$ cat config.mk
export PLATFORM = sky130hd
export DESIGN_NAME = npu_layer_sequencer
export DESIGN_NICKNAME = d
export VERILOG_FILES = /design/src/rtl/npu_pkg.sv /design/src/rtl/npu_inst_fifo.sv /design/src/rtl/npu_layer_sequencer.sv
export SDC_FILE = /design/constraint.sdc
export NUM_CORES = 1
export LEC_CHECK = 0
export CORE_MARGIN = 2
export CORE_UTILIZATION = 50
export CTS_CLUSTER_SIZE = 25
export DETAILED_ROUTE_END_ITERATION = 7
export GPL_TIMING_DRIVEN = 0
export PLACE_DENSITY = 0.83
export SLEW_MARGIN = 10
export SYNTH_ARGS = -nofsm -noshare
export SYNTH_HDL_FRONTEND = slang
export SYNTH_HIERARCHICAL = 1
export SYNTH_SLANG_ARGS = --single-unit
$ cat constraint.sdc
create_clock -name clk -period 7.4 [get_ports clk]
set_input_delay 1.48 -clock clk [delete_from_list [all_inputs] [get_ports clk]]
set_output_delay 1.48 -clock clk [all_outputs]
set_load 0.05 [all_outputs]
$ cat src/rtl/npu_pkg.sv
// ----------------------------------------------------------------------------
// npu_pkg
// Shared types and constants for the NPU layer sequencer.
//   seq_state_t   : 4-bit sequencer state code (state_out encoding)
//   seq_err_t     : sticky error code reported on err_code
//   instruction_t : host instruction word pushed through the queue
//   activation_t  : activation function select
//   pooling_t     : pooling function select
// The immediate field packs the repeat count in its upper half and the
// compute cycle count in its lower half.
// ----------------------------------------------------------------------------
package npu_pkg;

   typedef logic [3:0] seq_state_t;

   localparam seq_state_t S_IDLE     = 4'h0;
   localparam seq_state_t S_FETCH    = 4'h1;
   localparam seq_state_t S_DECODE   = 4'h2;
   localparam seq_state_t S_LOAD_W   = 4'h3;
   localparam seq_state_t S_LOAD_A   = 4'h4;
   localparam seq_state_t S_COMPUTE  = 4'h5;
   localparam seq_state_t S_ACTIVATE = 4'h6;
   localparam seq_state_t S_POOL     = 4'h7;
   localparam seq_state_t S_WAIT_DMA = 4'h8;
   localparam seq_state_t S_STORE    = 4'h9;
   localparam seq_state_t S_NEXT     = 4'hA;
   localparam seq_state_t S_DONE     = 4'hB;
   localparam seq_state_t S_ERROR    = 4'hF;

   typedef enum logic [1:0] {
      ERR_NONE    = 2'b00,
      ERR_TIMEOUT = 2'b01,
      ERR_OPCODE  = 2'b10,
      ERR_ABORT   = 2'b11
   } seq_err_t;

   localparam logic [3:0] OP_NOP   = 4'h0;
   localparam logic [3:0] OP_CONV  = 4'h1;
   localparam logic [3:0] OP_FC    = 4'h2;
   localparam logic [3:0] OP_POOL  = 4'h3;
   localparam logic [3:0] OP_ACT   = 4'h4;
   localparam logic [3:0] OP_LOAD  = 4'h5;
   localparam logic [3:0] OP_STORE = 4'h6;
   localparam logic [3:0] OP_SYNC  = 4'h7;

   // Field positions inside the 32-bit immediate.
   localparam int REPS_MSB  = 31;
   localparam int REPS_LSB  = 16;
   localparam int TOTAL_MSB = 15;
   localparam int TOTAL_LSB = 0;

   typedef enum logic [2:0] {
      ACT_NONE    = 3'd0,
      ACT_RELU    = 3'd1,
      ACT_RELU6   = 3'd2,
      ACT_SIGMOID = 3'd3,
      ACT_TANH    = 3'd4,
      ACT_GELU    = 3'd5,
      ACT_LEAKY   = 3'd6
   } activation_t;

   typedef enum logic [1:0] {
      POOL_MAX = 2'd0,
      POOL_AVG = 2'd1,
      POOL_MIN = 2'd2,
      POOL_SUM = 2'd3
   } pooling_t;

   // Address fields are carried at 32 bits; the sequencer uses the low ADDR_W.
   typedef struct packed {
      logic [3:0]  opcode;
      logic [7:0]  flags;
      logic [31:0] src0_addr;
      logic [31:0] src1_addr;
      logic [31:0] dst_addr;
      logic [31:0] immediate;
   } instruction_t;

   // A repeat count of zero still runs the instruction once.
   function automatic logic [15:0] seq_reps(input logic [31:0] imm);
      logic [15:0] r;
      r = imm[REPS_MSB:REPS_LSB];
      return (r == 16'd0) ? 16'd1 : r;
   endfunction

endpackage

$ cat src/rtl/npu_inst_fifo.sv
// ----------------------------------------------------------------------------
// npu_inst_fifo
// Synchronous FIFO with flush. Read data is the head entry, valid while
// !empty. A push while full is accepted when a pop happens in the same cycle.
// Ports:
//   clk, rst_n        : clock, asynchronous active-low reset
//   flush             : drop all entries (wins over push/pop)
//   push, wr_data     : write request and data
//   pop, rd_data      : read request and head data
//   full, empty       : occupancy flags
// DEPTH must be a power of two, >= 2.
// ----------------------------------------------------------------------------
module npu_inst_fifo #(
   parameter int DEPTH = 4,
   parameter int WIDTH = 8
) (
   input  logic             clk,
   input  logic             rst_n,
   input  logic             flush,
   input  logic             push,
   input  logic [WIDTH-1:0] wr_data,
   input  logic             pop,
   output logic [WIDTH-1:0] rd_data,
   output logic             full,
   output logic             empty
);

   localparam int PTR_W = $clog2(DEPTH);

   logic [WIDTH-1:0] mem [DEPTH];
   logic [PTR_W-1:0] wr_ptr_reg;
   logic [PTR_W-1:0] rd_ptr_reg;
   logic [PTR_W:0]   count_reg;
   logic             do_push;
   logic             do_pop;

   assign full    = (count_reg == (PTR_W+1)'(DEPTH));
   assign empty   = (count_reg == '0);
   assign do_pop  = pop && !empty;
   assign do_push = push && (!full || do_pop);
   assign rd_data = mem[rd_ptr_reg];

   // Storage carries no reset; only the pointers define validity.
   always_ff @(posedge clk) begin
      if (do_push) begin
         mem[wr_ptr_reg] <= wr_data;
      end
   end

   always_ff @(posedge clk or negedge rst_n) begin
      if (!rst_n) begin
         wr_ptr_reg <= '0;
         rd_ptr_reg <= '0;
         count_reg  <= '0;
      end else if (flush) begin
         wr_ptr_reg <= '0;
         rd_ptr_reg <= '0;
         count_reg  <= '0;
      end else begin
         if (do_push) begin
            wr_ptr_reg <= wr_ptr_reg + PTR_W'(1);
         end
         if (do_pop) begin
            rd_ptr_reg <= rd_ptr_reg + PTR_W'(1);
         end
         if (do_push && !do_pop) begin
            count_reg <= count_reg + (PTR_W+1)'(1);
         end else if (do_pop && !do_push) begin
            count_reg <= count_reg - (PTR_W+1)'(1);
         end
      end
   end

endmodule

$ cat src/rtl/npu_layer_sequencer.sv
// ----------------------------------------------------------------------------
// npu_layer_sequencer
// Instruction sequencer for the NPU: pops queued instructions, runs per-
// instruction repeat loops with strided buffer addressing, loads weights once
// per instruction, waits on pool/DMA completion under a watchdog and keeps a
// sticky error code.
// Ports:
//   clk, rst_n                      : clock, asynchronous active-low reset
//   start, enable, abort            : run request, stall when low, abort
//   busy, done, state_out           : status
//   instruction, inst_valid/ready   : instruction queue write port
//   cfg_act_stride, cfg_out_stride  : per-iteration address increments
//   cfg_timeout                     : watchdog limit (0 disables)
//   err_clear, err_code             : sticky error code and its clear
//   pe_*, act_*, pool_*             : datapath controls
//   weight_buf_*, act_buf_*         : buffer controls
//   dma_start, dma_channel, dma_done: DMA handshake
//   irq_done, irq_error             : one-cycle interrupts
// Optional build macro NPU_SEQ_PERF_EN adds perf_busy_cycles and
// perf_retired saturating counters.
// ----------------------------------------------------------------------------
module npu_layer_sequencer
   import npu_pkg::*;
#(
   parameter int PE_ROWS   = 16,
   parameter int ADDR_W    = 18,
   parameter int IQ_DEPTH  = 4,
   parameter int TIMEOUT_W = 16
) (
   input  logic                 clk,
   input  logic                 rst_n,
   input  logic                 start,
   input  logic                 enable,
   input  logic                 abort,
   output logic                 busy,
   output logic                 done,
   output logic [3:0]           state_out,
   input  instruction_t         instruction,
   input  logic                 inst_valid,
   output logic                 inst_ready,
   input  logic [ADDR_W-1:0]    cfg_act_stride,
   input  logic [ADDR_W-1:0]    cfg_out_stride,
   input  logic [TIMEOUT_W-1:0] cfg_timeout,
   input  logic                 err_clear,
   output logic                 pe_enable,
   output logic                 pe_clear_acc,
   output logic [PE_ROWS-1:0]   pe_load_weight,
   output activation_t          act_type,
   output logic                 act_enable,
   output pooling_t             pool_type,
   output logic                 pool_start,
   input  logic                 pool_done,
   output logic                 weight_buf_rd_en,
   output logic                 act_buf_rd_en,
   output logic                 act_buf_wr_en,
   output logic [ADDR_W-1:0]    weight_buf_addr,
   output logic [ADDR_W-1:0]    act_buf_addr,
   output logic                 dma_start,
   output logic [1:0]           dma_channel,
   input  logic                 dma_done,
   output logic                 irq_done,
   output logic                 irq_error,
   output logic [1:0]           err_code
`ifdef NPU_SEQ_PERF_EN
   ,
   output logic [31:0]          perf_busy_cycles,
   output logic [31:0]          perf_retired
`endif
);

   localparam int ROW_W = (PE_ROWS > 1) ? $clog2(PE_ROWS) : 1;

   seq_state_t           state_reg, state_next;
   instruction_t         inst_reg;
   seq_err_t             err_reg;
   logic [15:0]          iter_reg, reps_reg, total_reg, cyc_reg;
   logic [ROW_W-1:0]     row_reg;
   logic [TIMEOUT_W-1:0] wd_reg;
   logic                 pulse_pending_reg;

   logic                 fifo_full, fifo_empty, push, pop;
   instruction_t         fifo_head;
   logic                 err_set;
   seq_err_t             err_new;
   logic                 row_last, cyc_last, wd_expire, more_iters;
   logic [16:0]          total_eff;
   logic                 unused_bits;

   assign inst_ready = !fifo_full;
   assign push       = inst_valid && inst_ready;
   assign pop        = (state_reg == S_FETCH) && enable && !fifo_empty && !abort;

   npu_inst_fifo #(
      .DEPTH (IQ_DEPTH),
      .WIDTH ($bits(instruction_t))
   ) u_fifo (
      .clk     (clk),
      .rst_n   (rst_n),
      .flush   (abort),
      .push    (push),
      .wr_data (instruction),
      .pop     (pop),
      .rd_data (fifo_head),
      .full    (fifo_full),
      .empty   (fifo_empty)
   );

   assign row_last   = (row_reg == ROW_W'(PE_ROWS - 1));
   assign total_eff  = (total_reg == 16'd0) ? 17'd1 : {1'b0, total_reg};
   assign cyc_last   = ({1'b0, cyc_reg} + 17'd1) >= total_eff;
   assign more_iters = ({1'b0, iter_reg} + 17'd1) < {1'b0, reps_reg};
   // Watchdog fires on the cycle that would make the count equal the limit.
   assign wd_expire  = (cfg_timeout != '0) &&
                       (({1'b0, wd_reg} + (TIMEOUT_W+1)'(1)) == {1'b0, cfg_timeout});

   always_comb begin
      state_next = state_reg;
      err_set    = 1'b0;
      err_new    = ERR_NONE;
      if (enable) begin
         case (state_reg)
            S_IDLE:     if (start) state_next = S_FETCH;
            S_FETCH:    if (!fifo_empty) state_next = S_DECODE;
            S_DECODE: begin
               case (inst_reg.opcode)
                  OP_NOP:          state_next = S_FETCH;
                  OP_CONV, OP_FC:  state_next = S_LOAD_W;
                  OP_POOL, OP_ACT: state_next = S_LOAD_A;
                  OP_LOAD:         state_next = S_WAIT_DMA;
                  OP_STORE:        state_next = S_STORE;
                  OP_SYNC:         state_next = S_DONE;
                  default: begin
                     state_next = S_ERROR;
                     err_set    = 1'b1;
                     err_new    = ERR_OPCODE;
                  end
               endcase
            end
            S_LOAD_W:   if (row_last) state_next = S_LOAD_A;
            S_LOAD_A:   state_next = S_COMPUTE;
            S_COMPUTE:  if (cyc_last) state_next = (inst_reg.opcode == OP_POOL) ? S_POOL : S_ACTIVATE;
            S_ACTIVATE: state_next = S_STORE;
            S_POOL, S_WAIT_DMA: begin
               // Completion beats the watchdog when both land in one cycle.
               if ((state_reg == S_POOL) ? pool_done : dma_done) begin
                  state_next = S_STORE;
               end else if (wd_expire) begin
                  state_next = S_ERROR;
                  err_set    = 1'b1;
                  err_new    = ERR_TIMEOUT;
               end
            end
            S_STORE:    state_next = S_NEXT;
            S_NEXT: begin
               if (more_iters) begin
                  case (inst_reg.opcode)
                     OP_LOAD:  state_next = S_WAIT_DMA;
                     OP_STORE: state_next = S_STORE;
                     default:  state_next = S_LOAD_A;
                  endcase
               end else begin
                  state_next = S_FETCH;
               end
            end
            S_DONE, S_ERROR: state_next = S_IDLE;
            default:         state_next = S_IDLE;
         endcase
      end
   end

   always_ff @(posedge clk or negedge rst_n) begin
      if (!rst_n) begin
         state_reg         <= S_IDLE;
         inst_reg          <= '0;
         err_reg           <= ERR_NONE;
         iter_reg          <= '0;
         reps_reg          <= '0;
         total_reg         <= '0;
         cyc_reg           <= '0;
         row_reg           <= '0;
         wd_reg            <= '0;
         pulse_pending_reg <= 1'b0;
      end else if (abort) begin
         state_reg         <= S_IDLE;
         row_reg           <= '0;
         cyc_reg           <= '0;
         wd_reg            <= '0;
         pulse_pending_reg <= 1'b0;
         if (state_reg != S_IDLE) begin
            err_reg <= ERR_ABORT;
         end else if (err_clear) begin
            err_reg <= ERR_NONE;
         end
      end else begin
         if (err_set) begin
            err_reg <= err_new;
         end else if (err_clear) begin
            err_reg <= ERR_NONE;
         end
         if (enable) begin
            state_reg <= state_next;
            // Entry pulses stay armed across stalls until an enabled cycle.
            pulse_pending_reg <= (state_next != state_reg) &&
                                 ((state_next == S_POOL) || (state_next == S_WAIT_DMA));
            if (pop) begin
               inst_reg <= fifo_head;
            end
            case (state_reg)
               S_DECODE: begin
                  iter_reg  <= '0;
                  reps_reg  <= seq_reps(inst_reg.immediate);
                  total_reg <= inst_reg.immediate[TOTAL_MSB:TOTAL_LSB];
               end
               S_LOAD_W:  row_reg <= row_last ? '0 : row_reg + ROW_W'(1);
               S_LOAD_A:  cyc_reg <= '0;
               S_COMPUTE: cyc_reg <= cyc_reg + 16'd1;
               S_POOL, S_WAIT_DMA: wd_reg <= (state_next != state_reg) ? '0 : wd_reg + TIMEOUT_W'(1);
               S_NEXT:    iter_reg <= iter_reg + 16'd1;
               default:   ;
            endcase
         end
      end
   end

   // Strided addresses wrap naturally at ADDR_W bits.
   logic [ADDR_W-1:0] act_rd_addr, act_wr_addr;
   assign act_rd_addr = inst_reg.src0_addr[ADDR_W-1:0] + ADDR_W'(ADDR_W'(iter_reg) * cfg_act_stride);
   assign act_wr_addr = inst_reg.dst_addr[ADDR_W-1:0]  + ADDR_W'(ADDR_W'(iter_reg) * cfg_out_stride);

   assign busy             = (state_reg != S_IDLE);
   assign done             = (state_reg == S_DONE);
   assign state_out        = state_reg;
   assign err_code         = err_reg;
   assign pe_enable        = enable && (state_reg == S_COMPUTE);
   assign pe_clear_acc     = enable && (state_reg == S_DECODE);
   assign act_enable       = enable && (state_reg == S_ACTIVATE);
   assign weight_buf_rd_en = enable && (state_reg == S_LOAD_W);
   assign act_buf_rd_en    = enable && ((state_reg == S_LOAD_A) || (state_reg == S_COMPUTE));
   assign act_buf_wr_en    = enable && (state_reg == S_STORE);
   assign pool_start       = enable && pulse_pending_reg && (state_reg == S_POOL);
   assign dma_start        = enable && pulse_pending_reg && (state_reg == S_WAIT_DMA);
   assign dma_channel      = inst_reg.flags[1:0];
   assign irq_done         = enable && (state_reg == S_DONE);
   assign irq_error        = enable && (state_reg == S_ERROR);
   assign weight_buf_addr  = inst_reg.src1_addr[ADDR_W-1:0] + ADDR_W'(row_reg);
   assign act_type         = (inst_reg.flags[2:0] == 3'd7) ? ACT_NONE : activation_t'(inst_reg.flags[2:0]);
   assign pool_type        = pooling_t'(inst_reg.flags[1:0]);

   always_comb begin
      act_buf_addr = '0;
      if ((state_reg == S_LOAD_A) || (state_reg == S_COMPUTE)) begin
         act_buf_addr = act_rd_addr;
      end else if (state_reg == S_STORE) begin
         act_buf_addr = act_wr_addr;
      end
   end

   genvar gi;
   generate
      for (gi = 0; gi < PE_ROWS; gi++) begin : g_load_row
         assign pe_load_weight[gi] = weight_buf_rd_en && (row_reg == ROW_W'(gi));
      end
   endgenerate

   // Upper address bits and spare flag bits are carried but not consumed.
   assign unused_bits = ^{inst_reg.flags, inst_reg.src0_addr, inst_reg.src1_addr, inst_reg.dst_addr};

`ifdef NPU_SEQ_PERF_EN
   logic [31:0] perf_busy_reg, perf_retired_reg;

   always_ff @(posedge clk or negedge rst_n) begin
      if (!rst_n) begin
         perf_busy_reg    <= '0;
         perf_retired_reg <= '0;
      end else if (start && (state_reg == S_IDLE)) begin
         perf_busy_reg    <= '0;
         perf_retired_reg <= '0;
      end else begin
         if (busy && enable && (perf_busy_reg != '1)) begin
            perf_busy_reg <= perf_busy_reg + 32'd1;
         end
         if (pop && (perf_retired_reg != '1)) begin
            perf_retired_reg <= perf_retired_reg + 32'd1;
         end
      end
   end

   assign perf_busy_cycles = perf_busy_reg;
   assign perf_retired     = perf_retired_reg;
`endif

endmodule

## Yosys cells after proc, flatten, opt, wreduce, memory -nomap -nowiden

Memories as Yosys holds them, arrays and structs flattened. A register that Yosys moved wholly into a read port is not among the register bits.
Cells that the tools add are included.

| storage, ports and cells | value |
|---|---|
| register bits | 98 |
| RAM bits | 560 |
| input bits | 201 |
| output and inout port bits | 78 |
| memories kept | 1 |

Memory list:

| name | words | bits a word | read ports | clocked after memory_dff | write ports | RTL line | RTL |
|---|---|---|---|---|---|---|---|
| u_fifo.mem | 4 | 140 | 1 | 1 | 1 | npu_inst_fifo.sv:30 | `logic [WIDTH-1:0] mem [DEPTH];` |

| operators by class | value |
|---|---|
| add/sub/neg operators | 14 |
| multipliers | 2 |
| order comparisons | 2 |
| eq/ne operators | 40 |
| mux-type cells | 57 |
| bitwise logic cells | 1 |
| reductions and logical operators | 72 |

Operator list:

| cell | number |
|---|---|
| 16-bit 2-to-1 mux | 8 |
| 16-bit case mux with 2 select lines | 2 |
| 4-bit == test, second input constant | 14 |
| 4-bit 2-to-1 mux | 14 |
| 4-bit by 3-bit == test with 1-bit output, second input constant | 13 |
| 16-bit by 1-bit adder with 17-bit output, second input constant | 3 |
| 16-bit by 1-bit adder with 16-bit output, second input constant | 3 |
| 4-bit case mux with 10 select lines | 1 |
| 1-bit logical AND | 37 |
| 18-bit adder | 2 |
| 16-bit by 18-bit multiplier with 18-bit output | 2 |
| 18-bit 2-to-1 mux | 2 |
| 16-bit zero test | 2 |
| 4-bit by 2-bit == test with 1-bit output, second input constant | 6 |
| 4-bit case mux with 6 select lines | 1 |
| 2-bit 2-to-1 mux | 10 |
| 18-bit by 4-bit adder with 18-bit output | 1 |
| 17-bit by 16-bit == test with 1-bit output | 1 |
| 17-bit by 16-bit greater-or-equal comparator with 1-bit output | 1 |
| 17-bit by 16-bit < comparator with 1-bit output | 1 |
| 16-bit nonzero test | 1 |
| 4-bit by 1-bit == test with 1-bit output, second input constant | 3 |
| 4-bit zero test | 3 |
| 1-bit 2-to-1 mux | 12 |
| other kinds (21) | 45 |

## Longest topological paths before layout

Gate-level depths: netlist (run 1).

| logic depth | value |
|---|---|
| depth after elaboration | 12 |
| depth in mapped cells | 25 |
| mapped depth without buffers | 23 |

## Modules after synthesis

Netlist (run 1), hierarchy kept.

Modules (own cells, without submodules):

| module | times used | cells an instance | area each (um2) | sequential area each (um2) |
|---|---|---|---|---|
| npu_layer_sequencer | 1 | 2522 | 21227.9 | 4604.4 |
| npu_inst_fifo | 1 | 796 | 20761.2 | 16991.3 |

## Worst setup path before layout (run 1)

OpenSTA, ideal clock, no wires.

| path | value |
|---|---|
| path kind | input to output |
| start point | input port cfg_out_stride[7] |
| end point | output port act_buf_addr[17] |
| arrival | 7036 ps |
| data required time | 5920 ps |
| setup slack | -1116 ps |
| cell stages on the path | 20 |
| path buffers | 1 |
| cell sequence | clkbuf_1 > and2_1 > fa_1 > inv_1 > fa_1 > fa_1 > fa_1 > inv_1 > fa_1 > inv_1 > fa_1 > inv_1 > ha_1 > and3_1 > a21oi_1 > o21ai_0 > o41a_1 > a31oi_1 > xnor2_1 > o22ai_1 |

| between the ends | value |
|---|---|
| longest elaborated chain between the ends | 4 |

RTL lines:

| element | RTL line | RTL |
|---|---|---|
| start, declared | npu_layer_sequencer.sv:42 | `input logic [ADDR_W-1:0] cfg_out_stride,` |
| 16-bit by 18-bit multiplier with 18-bit output | npu_layer_sequencer.sv:228 | `assign act_wr_addr = inst_reg.dst_addr[ADDR_W-1:0] + ADDR_W'(ADDR_W'(iter_reg) * cfg_out_stride);` |
| 18-bit adder | npu_layer_sequencer.sv:228 |  |
| 18-bit 2-to-1 mux | npu_layer_sequencer.sv:253 | `end else if (state_reg == S_STORE) begin` |
| 18-bit 2-to-1 mux | npu_layer_sequencer.sv:251 | `if ((state_reg == S_LOAD_A) \|\| (state_reg == S_COMPUTE)) begin` |
| end, declared | npu_layer_sequencer.sv:57 | `output logic [ADDR_W-1:0] act_buf_addr,` |

Every way passes these cells.

## Worst setup path in the final report (run 1)

| path | value |
|---|---|
| start point | input port cfg_out_stride[5] |
| end point | output port act_buf_addr[17] |

The elaborated chain is that of the path after synthesis.

==> impl_metrics.py, run 1 <==
metrics = {
    "power_and_ir_drop": {
        "p_clk_frac": 0.277,
        "p_int_mw": 6.49,
        "leakage_nw": 17.1,
        "p_per_area_nw_per_um2": 229,
        "sequentialPowerShare": 0.444,
        "p_sw_mw": 3.13,
        "vdd_drop_max_mv": 0.277,
        "p_comb_frac": 0.279,
        "switching_share": 0.325,
    },
    "clock_network": {
        "insertion_delay_ns": 0.62,
        "clock-sinks": 563,
        "cts.clk_slew.worst_paths_ns": 0.07,
        "tritoncts": "built",
        "numCtsBuffers": 52,
        "cts_root_buf": "clkbuf_16",
        "cts_buffer_depth": 3,
        "cts_max_level": 2,
    },
    "timing": {
        "finalWorstSetupSlack_ns": -0.776,
        "setup_viol": 7,
        "timing.setup.tns_ns": -4.08,
        "fmax_mhz": 122,
        "rsz0062_at_grt": "yes",
        "relSlewSlack": 0.198,
        "period_minus_slack_ns": 8.18,
        "final-hold-violation-count": 0,
        "timing.final.crit_share": 1.10,
        "maxSlewViolCount": 0,
        "fin_skew_ns": 0.0268,
        "worstMarginPinSlew_ns": 1.20,
    },
    "critical_path": {
        "crit_fanout": 6,
        "crit_path_cell_trace": "buf_4 > buf_8 > and2_4 > fa_1 > inv_2 > fa_2 > inv_1 > fa_2 > fa_1 > fa_1 > inv_1 > fa_1 > inv_2 > ha_4 > and3_4 > a21oi_2 > o21ai_2 > o41a_1 > a31oi_4 > xnor2_2 > o22ai_4 > buf_6",
        "crit_type": "primary input to primary output",
        "worst_ep_required_time_ns": 5.92,
        "r2r_start": "iter_reg[2]",
        "cp_data_arrival_time_ns": 6.70,
        "slowest_stage": "fa_1",
        "cp-start-kind": "primary input",
        "critPathMaxStageDelay_ns": 0.54,
        "cp-startpoint": "cfg_out_stride[5]",
        "end_kind": "primary output",
        "cp.buffers_inverters": 7,
        "path_delay_family": "adder cells",
        "crit_top_cell": "fa_1",
    },
    "placed_design": {
        "gp_congestion": 0.980,
        "place_area_um2": 39200,
        "place_inst": 4256,
        "dpl.hpwl_mm": 68.9,
        "port_buffers": 225,
    },
    "die": {
        "fp.dieArea_um2": 72700,
        "num_rows": 97,
        "ioPinCount": 279,
        "die_h_um": 270,
        "core_area_um2": 69900,
        "start_util": 0.505,
        "die_x_um": 270,
    },
    "global_route": {
        "track_usage": 0.261,
        "grt_max_degree": 98,
        "antenna_found_initial": 7,
        "grt_pass1_vias": 25707,
        "grt_pass1_wl_mm": 147,
        "gr-total-overflow": 0,
    },
    "cells_and_area": {
        "fin_cells": 4391,
        "drive_gt1_frac": 0.147,
        "nets": 4010,
        "final_area_um2": 42000,
        "area_growth_pct": 19.2,
        "largest_register_ffs": 372,
        "final_util": 0.601,
    },
    "outcome": {
        "status": "finished with violations",
        "violations": "setup timing",
    },
    "job": {
        "maxCapViolations": 0,
    },
    "drt": {
        "vias": 25012,
        "viasPerCell": 5.70,
        "routedWlPerCell_um": 21.6,
        "firstDrtPassIters": 5,
        "wirelength_mm": 95.0,
        "antenna_left": 0,
        "drt-initial-drc-count": 2275,
        "drc_errors": 0,
    },
    "logic_synthesis": {
        "synth_fp_nets": 3687,
        "syn-cell-area_um2": 35300,
        "ys_warn_count": 6,
        "synth.avg_cell_area_um2": 11.4,
        "postSynthCellCount": 3082,
    },
    "min_path": {
        "holdCritPathClass": "flip-flop to flip-flop",
        "min_from": "inst_reg[15]",
    },
}
## layer usage
metal / vias up / global-route usage / part of all wire
met2: 1236 / 0.436 / 0.49
met3: 234 / 0.0601 / 0.094
met1: 12598 / 0.333 / 0.38
met4: 10 / 0.0939 / 0.037
li1: 10934 / - / -
met5: - / 0 / 0.00069
## layout by cell type, fill, tap and decap left out, types with 11 or more instances in the layout
cell	n
nand2_1	526
inv_1	405
edfxtp_1	372
fa_1	242
dfrtp_1	188
clkdlybuf4s50_1	186
ha_1	137
and2_1	122
o21ai_0	108
xnor2_1	93
mux4_2	93
nor2_1	81
clkbuf_1	80
clkbuf_16	57
buf_4	55
nand3_1	46
xor2_1	41
buf_2	34
nand4_1	27
nor3_1	27
a21oi_1	26
buf_6	24
a22o_1	18
nand2b_1	17
clkbuf_4	16
a31oi_1	15
inv_2	15
nor4_1	14
buf_8	14
nor2b_1	13
and3_1	13
clkbuf_2	13
o31ai_1	13
ha_4	13
a21o_1	12
xnor2_2	12
a211oi_1	11
clkbuf_8	11
and2_4	11
## through the flow
stage	hold WS (ns)	setup slack (ns)	power [mW]
2_1_floorplan	0.440	-0.391	5.83
3_3_place_gp	0.462	-3.49	6.63
3_5_place_dp	0.467	-2.22	6.76
4_1_cts	0.489	-0.787	9.54
5_1_grt	0.517	-0.927	10.0
6_report	0.481	-0.776	9.62
## worst register-to-register path, stage by stage, from the launching register on
cell and delay, ns:
dfrtp_2 0.53, and3_1 0.24, nand3_1 0.22, nor2_1 0.32, and3_1 0.19, clkbuf_1 0.24
nand3_1 0.13, xnor2_1 0.31, ha_1 0.30, nand3_1 0.12, nor2_1 0.06, o41ai_1 0.32
nand4_1 0.29, a2111oi_0 0.61, nand2_1 0.14, o21ai_2 0.28, o2111a_1 0.22, buf_2 0.20
buf_2 0.28, a31oi_1 0.14, mux2i_1 0.16
## timing repair
action,CTS,global route
cloned,3,1
hold buffers,0,0
buffers inserted,24,13
endpoints found under the setup margin,14,14
gates resized for setup,314,100
pin swaps,52,52
## cell type report
class	count	area, µm²
antenna	2	5.00
buffer	164	1040
clock buffer	75	1480
clock inverter	23	223
fill	5339	27900
inverter	426	1600
multi-input combinational	1923	17700
sequential	563	16000
tap	940	1180
timing repair buffer	275	2850
## final timing paths
kind	end	slack (ns)	cells past startpoint
worst min-delay path	total_reg[15]	0.48	2
min in group asynchronous	wd_reg[6]	0.90	1
worst max-delay path	act_buf_addr[17]	-0.78	22
max in group asynchronous	inst_reg[4]	5.47	2
worst max register to register	wd_reg[11]	2.01	20
worst min register to register	total_reg[15]	0.48	2
## power by group through the flow
stage | clock, mW | sequential (mW) | combinational, mW
after floorplan | 0 | 4.22 | 1.61
after global placement | 0 | 4.31 | 2.32
after detailed placement | 0 | 4.32 | 2.44
after CTS | 2.69 | 4.27 | 2.59
after global routing | 2.81 | 4.32 | 2.92
final | 2.66 | 4.27 | 2.68
No activity file was read; power rests on OpenSTA's default activity.
==> inputs of run 2 (changes only) <==
--- a/config.mk
+++ b/config.mk
@@ -11,6 +11,7 @@
 export DETAILED_ROUTE_END_ITERATION = 7
 export GPL_TIMING_DRIVEN = 0
 export PLACE_DENSITY = 0.83
+export RECOVER_POWER = 50
 export SLEW_MARGIN = 10
 export SYNTH_ARGS = -nofsm -noshare
 export SYNTH_HDL_FRONTEND = slang
==> impl_metrics.py, run 2 (same netlist as run 1, synthesis figures left out) <==
metrics = {
    "outcome": {
        "violations": "capacitance limit, slew limit, setup timing",
        "status": "finished with violations",
    },
    "timing": {
        "fmax_mhz": 122,
        "maxSlewViolCount": 98,
        "final-hold-violation-count": 0,
        "period_minus_slack_ns": 8.17,
        "worstMarginPinSlew_ns": 5.74,
        "relSlewSlack": -2.82,
        "finalWorstSetupSlack_ns": -0.772,
        "rsz0062_at_grt": "yes",
        "fin_skew_ns": 0.0291,
        "timing.final.crit_share": 1.10,
        "whs_ns": 0.488,
        "setup_viol": 7,
    },
    "cells_and_area": {
        "multi_input_area_um2": 17700,
        "final_cell_mix": "nand2_1 (526), inv_1 (405), edfxtp_1 (372)",
        "nFillCells": 5342,
        "nets": 4010,
        "area_growth_pct": 19.0,
        "fin_cells": 4392,
        "mostFrequentLayoutCell": "nand2_1",
        "final_area_um2": 42000,
        "final-seq-area_um2": 16000,
        "drive_gt1_frac": 0.146,
        "largest_register_ffs": 372,
    },
    "global_route": {
        "track_usage": 0.261,
        "grt_pass1_wl_mm": 147,
        "grt_max_degree": 98,
        "antenna_found_initial": 13,
        "grt_pass1_vias": 25707,
        "gr-total-overflow": 0,
    },
    "placed_design": {
        "dpl.hpwl_mm": 68.9,
        "place_area_um2": 39200,
        "port_buffers": 225,
        "gp_congestion": 0.980,
        "place_inst": 4256,
    },
    "clock_network": {
        "numCtsBuffers": 52,
        "clock-sinks": 563,
        "cts_max_level": 2,
        "insertion_delay_ns": 0.62,
        "tritoncts": "built",
        "cts.clk_slew.worst_paths_ns": 0.07,
        "cts_buffer_depth": 3,
        "cts_root_buf": "clkbuf_16",
    },
    "critical_path": {
        "end_kind": "primary output",
        "cp-start-kind": "primary input",
        "crit_type": "primary input to primary output",
        "cp_data_arrival_time_ns": 6.69,
        "reg2reg_slack_ns": 2.05,
        "crit_fanout": 6,
        "r2r_start": "iter_reg[2]",
        "worst_ep_required_time_ns": 5.92,
        "r2r_end": "wd_reg[11]",
        "reg2regPathDepth": 20,
    },
    "job": {
        "maxCapViolations": 1,
    },
    "min_path": {
        "hold_path_depth": 2,
        "min_from": "inst_reg[15]",
        "holdCritPathClass": "flip-flop to flip-flop",
        "min_to": "total_reg[15]",
    },
    "drt": {
        "viasPerCell": 5.71,
        "drc_errors": 0,
        "drt-initial-drc-count": 2328,
        "firstDrtPassIters": 6,
        "wirelength_mm": 95.1,
        "vias": 25061,
        "antenna_left": 0,
        "routedWlPerCell_um": 21.6,
    },
    "die": {
        "start_util": 0.505,
        "core_area_um2": 69900,
        "fp.dieArea_um2": 72700,
        "ioPinCount": 279,
        "die_x_um": 270,
        "num_rows": 97,
        "die_h_um": 270,
    },
    "power_and_ir_drop": {
        "vdd_drop_max_mv": 0.277,
        "leakage_nw": 17.1,
        "p_per_area_nw_per_um2": 229,
    },
}
==> run 2: cell types whose count changed in the layout (fill, tap and decap cells not counted), sizes merged <==
cell / before / now
clkdlybuf4s50: 186 / 87
diode: 2 / 3
clkbuf: 177 / 180
buf: 141 / 138
dlygate4sd3: 0 / 99
==> run 2: power breakdown <==
group / switching [mW] / internal, mW / total [mW]
sequential: 0.296 / 3.98 / 4.27
combinational: 1.64 / 1.03 / 2.67
clock: 1.19 / 1.48 / 2.66
==> run 2: critical path, stage by stage <==
cell and delay (ns):
buf_4 0.14, buf_8 0.13, and2_4 0.13, fa_1 0.54, inv_2 0.04, fa_2 0.51, inv_1 0.05, fa_2 0.34
fa_1 0.49, fa_1 0.54, inv_1 0.05, fa_1 0.49, inv_2 0.05, ha_4 0.24, and3_4 0.15, a21oi_2 0.11
o21ai_2 0.08, o41a_1 0.46, a31oi_4 0.21, xnor2_2 0.15, o22ai_4 0.08, buf_6 0.21
==> run 2: metal layers <==
layer / vias to the layer above / part of all wire / global-route usage
li1: 10929 / - / -
met1: 12593 / 0.38 / 0.333
met2: 1257 / 0.49 / 0.436
met3: 266 / 0.094 / 0.0601
met4: 16 / 0.039 / 0.0939
met5: - / 0.0010 / 0
==> run 2: what timing repair did <==
item,4_1_cts,5_1_grt
pin swaps,52,52
gates resized for setup,314,100
setup endpoints to repair,14,14
buffers inserted,24,13
gates cloned,3,1
hold buffers,0,0
==> run 2: area by class of cell <==
cell class | count | share of cell area
multi-input cells | 1923 | 0.421
flip-flops and latches | 563 | 0.380
clock buffers | 75 | 0.0352
plain buffers | 164 | 0.0247
repair buffers | 275 | 0.0670
well taps | 940 | 0.0280
inverters | 426 | 0.0382
diodes | 3 | 0.000179
clock inverters | 23 | 0.00530
==> run 2: metrics by stage <==
stage / total power [mW] / setup TNS [ns] / worst slack, ns / utilization
after floorplan: 5.83 / -1.30 / -0.391 / -
after global placement: 6.63 / -810.71 / -3.49 / 0.558
after detailed placement: 6.76 / -20.85 / -2.22 / 0.561
after CTS: 9.54 / -3.79 / -0.787 / 0.595
after global routing: 10.0 / -59.51 / -0.927 / 0.601
final: 9.61 / -4.09 / -0.772 / 0.601
==> run 2: worst max path at each step <==
stage	cells past startpoint	slack, ns	from	end
floorplan	20	-0.39	cfg_out_stride[7]	act_buf_addr[17]
global placement	1	-3.49	rst_n	inst_reg[10]
detailed placement	21	-2.22	cfg_act_stride[3]	act_buf_addr[16]
CTS	22	-0.79	cfg_out_stride[7]	act_buf_addr[17]
global route	22	-0.93	cfg_out_stride[7]	act_buf_addr[16]
finish	22	-0.77	cfg_out_stride[5]	act_buf_addr[17]
